### config.mk
export PLATFORM = sky130hd
export DESIGN_NAME = uart_tx_arbiter
export DESIGN_NICKNAME = d
export VERILOG_FILES = /design/src/rtl/uart_tx_arbiter.sv
export SDC_FILE = /design/constraint.sdc
export NUM_CORES = 1
export LEC_CHECK = 0
export ABC_AREA = 1
export BUFFER_PORTS_ARGS = -buffer_cell sky130_fd_sc_hd__buf_2
export CORE_MARGIN = 10
export CORE_UTILIZATION = 35
export CTS_CLUSTER_SIZE = 20
export DETAILED_ROUTE_END_ITERATION = 10
export GPL_ROUTABILITY_DRIVEN = 0
export PLACE_DENSITY_LB_ADDON = 0.12
export SETUP_SLACK_MARGIN = 0.3
export SLEW_MARGIN = 30
export SYNTH_ARGS = -nofsm -noshare
export SYNTH_HDL_FRONTEND = slang
export SYNTH_SLANG_ARGS = --single-unit
### constraint.sdc
create_clock -name clk -period 1.3 [get_ports clk]
set_input_delay 0.26 -clock clk [delete_from_list [all_inputs] [get_ports clk]]
set_output_delay 0.26 -clock clk [all_outputs]
set_load 0.1 [all_outputs]
### src/rtl/uart_tx_arbiter.sv
// uart_tx_arbiter: round-robin, packet-locked arbiter that shares one UART TX
// byte interface (data/valid/ready) among NUM_REQ requesters. The winner keeps
// the transmitter until one of its bytes flagged last has been handed to TX.
// A one-byte output buffer sits between the owner and the TX block.
//
// Optional build macro: TX_ARB_LOCK_TIMEOUT_EN
//   defined   - a stalled owner (no byte offered, buffer empty) loses the lock
//               after LOCK_TIMEOUT idle GRANT cycles and lock_timeout pulses.
//   undefined - no stall counter; lock_timeout is constant 0 and a stalled
//               owner keeps the lock until reset.

module uart_tx_arbiter #(
    parameter int NUM_REQ      = 4,
    parameter int LOCK_TIMEOUT = 500000,
    parameter int ID_W         = $clog2(NUM_REQ)
) (
    input  logic                 clk,
    input  logic                 rst_n,
    input  logic [NUM_REQ*8-1:0] req_data,
    input  logic [NUM_REQ-1:0]   req_valid,
    input  logic [NUM_REQ-1:0]   req_last,
    output logic [NUM_REQ-1:0]   req_ready,
    output logic [7:0]           tx_data,
    output logic                 tx_valid,
    input  logic                 tx_ready,
    output logic [ID_W-1:0]      grant_id,
    output logic                 busy,
    output logic                 lock_timeout
);

    typedef enum logic [1:0] {
        ST_IDLE  = 2'd0,
        ST_GRANT = 2'd1,
        ST_DRAIN = 2'd2
    } state_t;

    state_t              state_r;
    logic [ID_W-1:0]     last_grant_r;
    logic [ID_W-1:0]     grant_id_r;
    logic                busy_r;
    logic                tx_valid_r;
    logic [7:0]          tx_data_r;

    logic [NUM_REQ-1:0]  req_ready_s;
    logic                any_req_s;
    logic [ID_W-1:0]     winner_s;
    logic                own_valid_s;
    logic                own_last_s;
    logic [7:0]          own_data_s;
    logic                accept_s;
    logic                handoff_s;

    // Round-robin pick: first valid requester after 'last', wrapping. The scan
    // runs from the farthest offset down so the nearest valid one wins.
    function automatic logic [ID_W-1:0] rr_pick(input logic [NUM_REQ-1:0] valid,
                                                input logic [ID_W-1:0]    last);
        logic [ID_W-1:0] pick;
        int              idx;
        pick = last;
        for (int i = NUM_REQ; i >= 1; i--) begin
            idx = int'(last) + i;
            if (idx >= NUM_REQ) begin
                idx = idx - NUM_REQ;
            end
            if (valid[idx]) begin
                pick = ID_W'(idx);
            end
        end
        return pick;
    endfunction

    assign any_req_s   = |req_valid;
    assign winner_s    = rr_pick(req_valid, last_grant_r);
    assign own_valid_s = req_valid[grant_id_r];
    assign own_last_s  = req_last[grant_id_r];
    assign own_data_s  = req_data[{grant_id_r, 3'b000} +: 8];
    assign accept_s    = (state_r == ST_GRANT) && own_valid_s && !tx_valid_r;
    assign handoff_s   = tx_valid_r && tx_ready;

    // Owner may push a byte only while the output buffer is empty.
    always_comb begin
        req_ready_s = '0;
        if (state_r == ST_GRANT) begin
            req_ready_s[grant_id_r] = ~tx_valid_r;
        end else begin
            req_ready_s = '0;
        end
    end

`ifdef TX_ARB_LOCK_TIMEOUT_EN
    localparam int CNT_W = $clog2(LOCK_TIMEOUT + 1);

    logic [CNT_W-1:0] stall_cnt_r;
    logic             lock_timeout_r;
    logic             stall_s;

    assign stall_s = (state_r == ST_GRANT) && !tx_valid_r && !own_valid_s;

    // Arbitration FSM, output buffer and stalled-lock release.
    always_ff @(posedge clk) begin
        if (!rst_n) begin
            state_r        <= ST_IDLE;
            last_grant_r   <= ID_W'(NUM_REQ - 1);
            grant_id_r     <= '0;
            busy_r         <= 1'b0;
            tx_valid_r     <= 1'b0;
            tx_data_r      <= 8'h00;
            stall_cnt_r    <= '0;
            lock_timeout_r <= 1'b0;
        end else begin
            lock_timeout_r <= 1'b0;
            if (handoff_s) begin
                tx_valid_r <= 1'b0;
            end
            case (state_r)
                ST_IDLE: begin
                    if (any_req_s) begin
                        grant_id_r  <= winner_s;
                        busy_r      <= 1'b1;
                        stall_cnt_r <= '0;
                        state_r     <= ST_GRANT;
                    end
                end
                ST_GRANT: begin
                    if (accept_s) begin
                        tx_data_r   <= own_data_s;
                        tx_valid_r  <= 1'b1;
                        stall_cnt_r <= '0;
                        if (own_last_s) begin
                            state_r <= ST_DRAIN;
                        end
                    end else if (stall_s) begin
                        if (stall_cnt_r == CNT_W'(LOCK_TIMEOUT - 1)) begin
                            lock_timeout_r <= 1'b1;
                            last_grant_r   <= grant_id_r;
                            busy_r         <= 1'b0;
                            stall_cnt_r    <= '0;
                            state_r        <= ST_IDLE;
                        end else begin
                            stall_cnt_r <= stall_cnt_r + CNT_W'(1);
                        end
                    end
                end
                ST_DRAIN: begin
                    if (handoff_s) begin
                        last_grant_r <= grant_id_r;
                        busy_r       <= 1'b0;
                        state_r      <= ST_IDLE;
                    end
                end
                default: begin
                    busy_r     <= 1'b0;
                    tx_valid_r <= 1'b0;
                    state_r    <= ST_IDLE;
                end
            endcase
        end
    end

    assign lock_timeout = lock_timeout_r;
`else
    // Arbitration FSM and output buffer; a stalled owner holds the lock.
    always_ff @(posedge clk) begin
        if (!rst_n) begin
            state_r      <= ST_IDLE;
            last_grant_r <= ID_W'(NUM_REQ - 1);
            grant_id_r   <= '0;
            busy_r       <= 1'b0;
            tx_valid_r   <= 1'b0;
            tx_data_r    <= 8'h00;
        end else begin
            if (handoff_s) begin
                tx_valid_r <= 1'b0;
            end
            case (state_r)
                ST_IDLE: begin
                    if (any_req_s) begin
                        grant_id_r <= winner_s;
                        busy_r     <= 1'b1;
                        state_r    <= ST_GRANT;
                    end
                end
                ST_GRANT: begin
                    if (accept_s) begin
                        tx_data_r  <= own_data_s;
                        tx_valid_r <= 1'b1;
                        if (own_last_s) begin
                            state_r <= ST_DRAIN;
                        end
                    end
                end
                ST_DRAIN: begin
                    if (handoff_s) begin
                        last_grant_r <= grant_id_r;
                        busy_r       <= 1'b0;
                        state_r      <= ST_IDLE;
                    end
                end
                default: begin
                    busy_r     <= 1'b0;
                    tx_valid_r <= 1'b0;
                    state_r    <= ST_IDLE;
                end
            endcase
        end
    end

    assign lock_timeout = 1'b0;
`endif

    assign req_ready = req_ready_s;
    assign tx_data   = tx_data_r;
    assign tx_valid  = tx_valid_r;
    assign grant_id  = grant_id_r;
    assign busy      = busy_r;

endmodule

==> summary.md <==
| Metric | Value |
|---|---|
| Result of the run | `finished with violations` |
| Failing checks | `negative setup slack` |
| WP data arrival | `1.35 ns` |
| Clock slew at the register clock pins of the worst setup and hold paths | `0.10 ns` |
| Pre-Repair DR Iteration Count | `4` |
| Cell types with the highest counts after synthesis | `66 x sky130_fd_sc_hd__nand2_1, 19 x sky130_fd_sc_hd__nor2_1, 16 x sky130_fd_sc_hd__dfxtp_1, 15 x sky130_fd_sc_hd__nand3_1, 10 x sky130_fd_sc_hd__inv_2` |
| Final worst path period need | `1.61 ns` |
| Via count normalized by instance count | `4.79` |
| Storage cell area | `354 sq um` |
| Top area cells in the synthesized netlist | `sky130_fd_sc_hd__dfxtp_1 27%, sky130_fd_sc_hd__nand2_1 21%, sky130_fd_sc_hd__nand3_1 6.4%, sky130_fd_sc_hd__nor2_1 6.1%, sky130_fd_sc_hd__a22oi_1 5.2%` |
| End-of-flow core utilization | `0.732` |
| Most repeated cell in the gate-level netlist after synthesis | `sky130_fd_sc_hd__nand2_1` |
| Fraction of registers with async set or reset after synthesis | `0` |
| Net count of the mapped netlist | `229` |
| Nets | `314` |
| Worst-skew pair later-pin latency | `0.29 ns` |
| Cell-by-cell trace of the critical path | `inv_2 > nor2_4 > inv_2 > nor2_4 > inv_4 > nor3_4 > buf_12` |
| Total inserted antenna cells | `0` |
| Final hold violation count | `0` |
| Critical Path Start Type | `flop` |
| Filler cell count in the final layout | `264` |
| Required time of the critical path | `1.04 ns` |
| GRT Resource Usage Total | `0.136` |
| Count of unresolved DRC violations after routing | `0` |
| Buffers and inverters on the worst path | `4` |
| Number of global-route vias before repair | `1,554` |
| Core area | `3130 sq um` |
| Wire length of the first global-routing pass | `6.84 mm` |
| Vertical die dimension | `77.7 um` |
| Syn avg cell area | `6.26 sq um` |
| Proportion of synthesized chip area in sequential cells | `0.275` |
| Starting density of the core | `0.372` |
| Terminating pin of the worst hold path | `tx_valid$_SDFF_PN0_` |
| HPWL Detailed | `3.23 mm` |
| Clock tree from TritonCTS | `yes` |
| Summed negative setup slack over all endpoints | `-1.94 ns` |
| Clock buffers created by TritonCTS | `3` |
| Setup crit end kind | `output pin` |
| DR WL/cell | `14.3 um` |
| GR Overflow Total | `0` |
| Port-buffer cells | `58` |
| Combined area of all synthesized cells | `1160 sq um` |
| Count of final setup violators | `16` |
| Clock sink total | `16` |
| Area of all placed cells without fillers | `2290 sq um` |
| Critical register-to-register path startpoint | `grant_id[1]$_SDFFE_PN0P_` |
| Area taken by multi-input logic gates | `933 sq um` |
| Hold-fix buffers, CTS | `0` |
| Hold WS | `0.256 ns` |
| Fmax | `0.621 GHz` |
| Crit path kind | `flop to output pin` |
| Final worst-path cycle share | `1.24` |
| Cell type group with the largest total delay on the critical path | `buffers and inverters` |
| Growth of design area from synthesis to finish | `96.5%` |
| Cell with the largest stage delay on the worst path | `sky130_fd_sc_hd__dfxtp_2` |
| Register-to-register setup slack | `-0.10 ns` |
| Ports placed on the boundary | `60` |
| Placed Instance Area | `1960 sq um` |
| Depth of the worst register-to-register path | `8` |
| Yosys warns | `0` |
| Standard-cell row count | `20` |
| Initial antenna violation count | `0` |
| Classification of the worst-slack hold path | `input port to flop` |
| Die area | `6040 sq um` |
| Reg2reg end | `tx_data[4]$_SDFFE_PN0P_` |
| Count of distinct cell types in the synthesized netlist | `26` |
| Number of enable flip-flop cells after synthesis | `0` |
| Synthesized instance count | `186` |
| Fraction of synthesized cell area taken by the top area cell type | `0.275` |
| Synth Register Bits | `16` |
| Hold Path Depth | `4` |
| Worst-path fanout max | `5` |
| Horizontal die dimension | `77.7 um` |
| CTS HTree Levels | `1` |
| Max cap viols | `0` |
| Routed Antenna Nets | `0` |
| Reported leakage power | `1.08 nW` |
| Critical hold path startpoint | `tx_ready` |
| RSZ-0062 raised after global routing | `true` |
| Fraction of layout cells with a size suffix above 1 | `0.626` |
| Worst IR Drop VDD | `672 uV` |
| Delay of the slowest critical-path stage | `0.34 ns` |
| Cell taking the most area after synthesis | `sky130_fd_sc_hd__dfxtp_1` |
| Clk root buf | `sky130_fd_sc_hd__clkbuf_4` |
| Synth Flop Type | `sky130_fd_sc_hd__dfxtp_1` |
| CTS Buffer Depth | `2` |
| Routed wire length | `4.50 mm` |
| Power per Cell Area | `1020 nW/um^2` |
| Worst clock skew | `0.00203 ns` |
| Fin. max-slew vios | `0` |
| Vias after detailed routing | `1,504` |
| Pin count of the biggest net entering global routing | `17` |
| Final setup margin | `-0.310 ns` |
| Count of routing violations after the opening detailed-route iteration | `49` |
==> per-layer routing <==
layer	share of wire	vias to the layer above	track usage
li1	-	777	-
met1	0.40	691	0.149
met2	0.55	32	0.241
met3	0.050	4	0.0472
met4	0.0067	0	0.0383
met5	0	-	0
==> through the flow <==
stage	power (mW)	std cells	setup WS (ns)
floorplan	1.42	186	-0.523
global placement	1.87	300	-0.0696
detailed placement	1.88	300	-0.0874
CTS	2.29	312	-0.326
global route	2.45	314	-0.407
finish	2.32	314	-0.310
==> final cells by class <==
cell class              instances  share of cell area
clock buffers                   4              0.0159
inverters                      18              0.0416
multi-input cells             144               0.408
flip-flops and latches         16               0.155
well taps                      44              0.0241
repair buffers                 88               0.356
==> worst max path at each step <==
stage | depth (start not counted) | endpoint | startpoint | slack [ns]
floorplan | 3 | req_ready[0] | grant_id[0]$_SDFFE_PN0P_ | -0.52
global placement | 7 | req_ready[0] | state_r[0]$_SDFFE_PN0P_ | -0.07
detailed placement | 7 | req_ready[0] | state_r[0]$_SDFFE_PN0P_ | -0.09
CTS | 7 | req_ready[0] | state_r[0]$_SDFFE_PN0P_ | -0.33
global route | 7 | req_ready[2] | state_r[0]$_SDFFE_PN0P_ | -0.41
finish | 7 | req_ready[0] | state_r[0]$_SDFFE_PN0P_ | -0.31
==> worst min-delay path: stages <==
cell and delay [ns]:
sky130_fd_sc_hd__buf_2 0.10, sky130_fd_sc_hd__nand2_4 0.07, sky130_fd_sc_hd__inv_1 0.05, sky130_fd_sc_hd__nor3_1 0.04
==> flip-flops by register name, indices dropped and copies added, names as in the netlist <==
| name | flops |
|---|---|
| tx_data | 8 |
| state_r | 2 |
| last_grant_r | 2 |
| busy | 1 |
| tx_valid | 1 |
| grant_id | 2 |
==> repair_timing <==
item	4_1_cts	5_1_grt
cloned	0	0
buffers inserted	8	2
pin swaps	23	15
endpoints found under the hold margin	0	0
endpoints found under the setup margin	31	32
resized for setup	33	34
==> cells by family (layout without fill, tap and decap cells) <==
kind of cell / count (synthesis) / after routing / synth area share
other cells: 1 / 1 / 0.00322
buf+inv: 26 / 110 / 0.112
simple gates: 120 / 120 / 0.468
compound gates: 23 / 23 / 0.142
flops: 16 / 16 / 0.275
==> cell usage in the layout, fill, tap and decap left out, types with 2 or more instances in the layout <==
| cell type | count |
|---|---|
| sky130_fd_sc_hd__nand2_4 | 8 |
| sky130_fd_sc_hd__nor3_4 | 4 |
| sky130_fd_sc_hd__buf_4 | 19 |
| sky130_fd_sc_hd__inv_1 | 6 |
| sky130_fd_sc_hd__nand2_2 | 20 |
| sky130_fd_sc_hd__a21oi_1 | 3 |
| sky130_fd_sc_hd__inv_2 | 7 |
| sky130_fd_sc_hd__dfxtp_4 | 6 |
| sky130_fd_sc_hd__nor2_8 | 2 |
| sky130_fd_sc_hd__buf_12 | 18 |
| sky130_fd_sc_hd__nand3_1 | 11 |
| sky130_fd_sc_hd__nand2_1 | 38 |
| sky130_fd_sc_hd__clkbuf_4 | 3 |
| sky130_fd_sc_hd__and3_1 | 8 |
| sky130_fd_sc_hd__nand4_1 | 2 |
| sky130_fd_sc_hd__dfxtp_2 | 9 |
| sky130_fd_sc_hd__o211ai_1 | 3 |
| sky130_fd_sc_hd__nand3_2 | 4 |
| sky130_fd_sc_hd__buf_2 | 42 |
| sky130_fd_sc_hd__a22oi_1 | 8 |
| sky130_fd_sc_hd__nor2_1 | 18 |
| sky130_fd_sc_hd__inv_4 | 3 |
| sky130_fd_sc_hd__nor2_4 | 4 |
| sky130_fd_sc_hd__a21oi_2 | 5 |
| sky130_fd_sc_hd__buf_6 | 9 |
==> where the power goes <==
part | leakage, nW | switching, mW | internal (mW)
combinational | 0.920 | 0.814 | 0.550
sequential | 0.137 | 0.0656 | 0.550
clock | 0.0210 | 0.173 | 0.171
total | 1.08 | 1.05 | 1.27
Note: power is estimated with default switching activity, not from simulation.
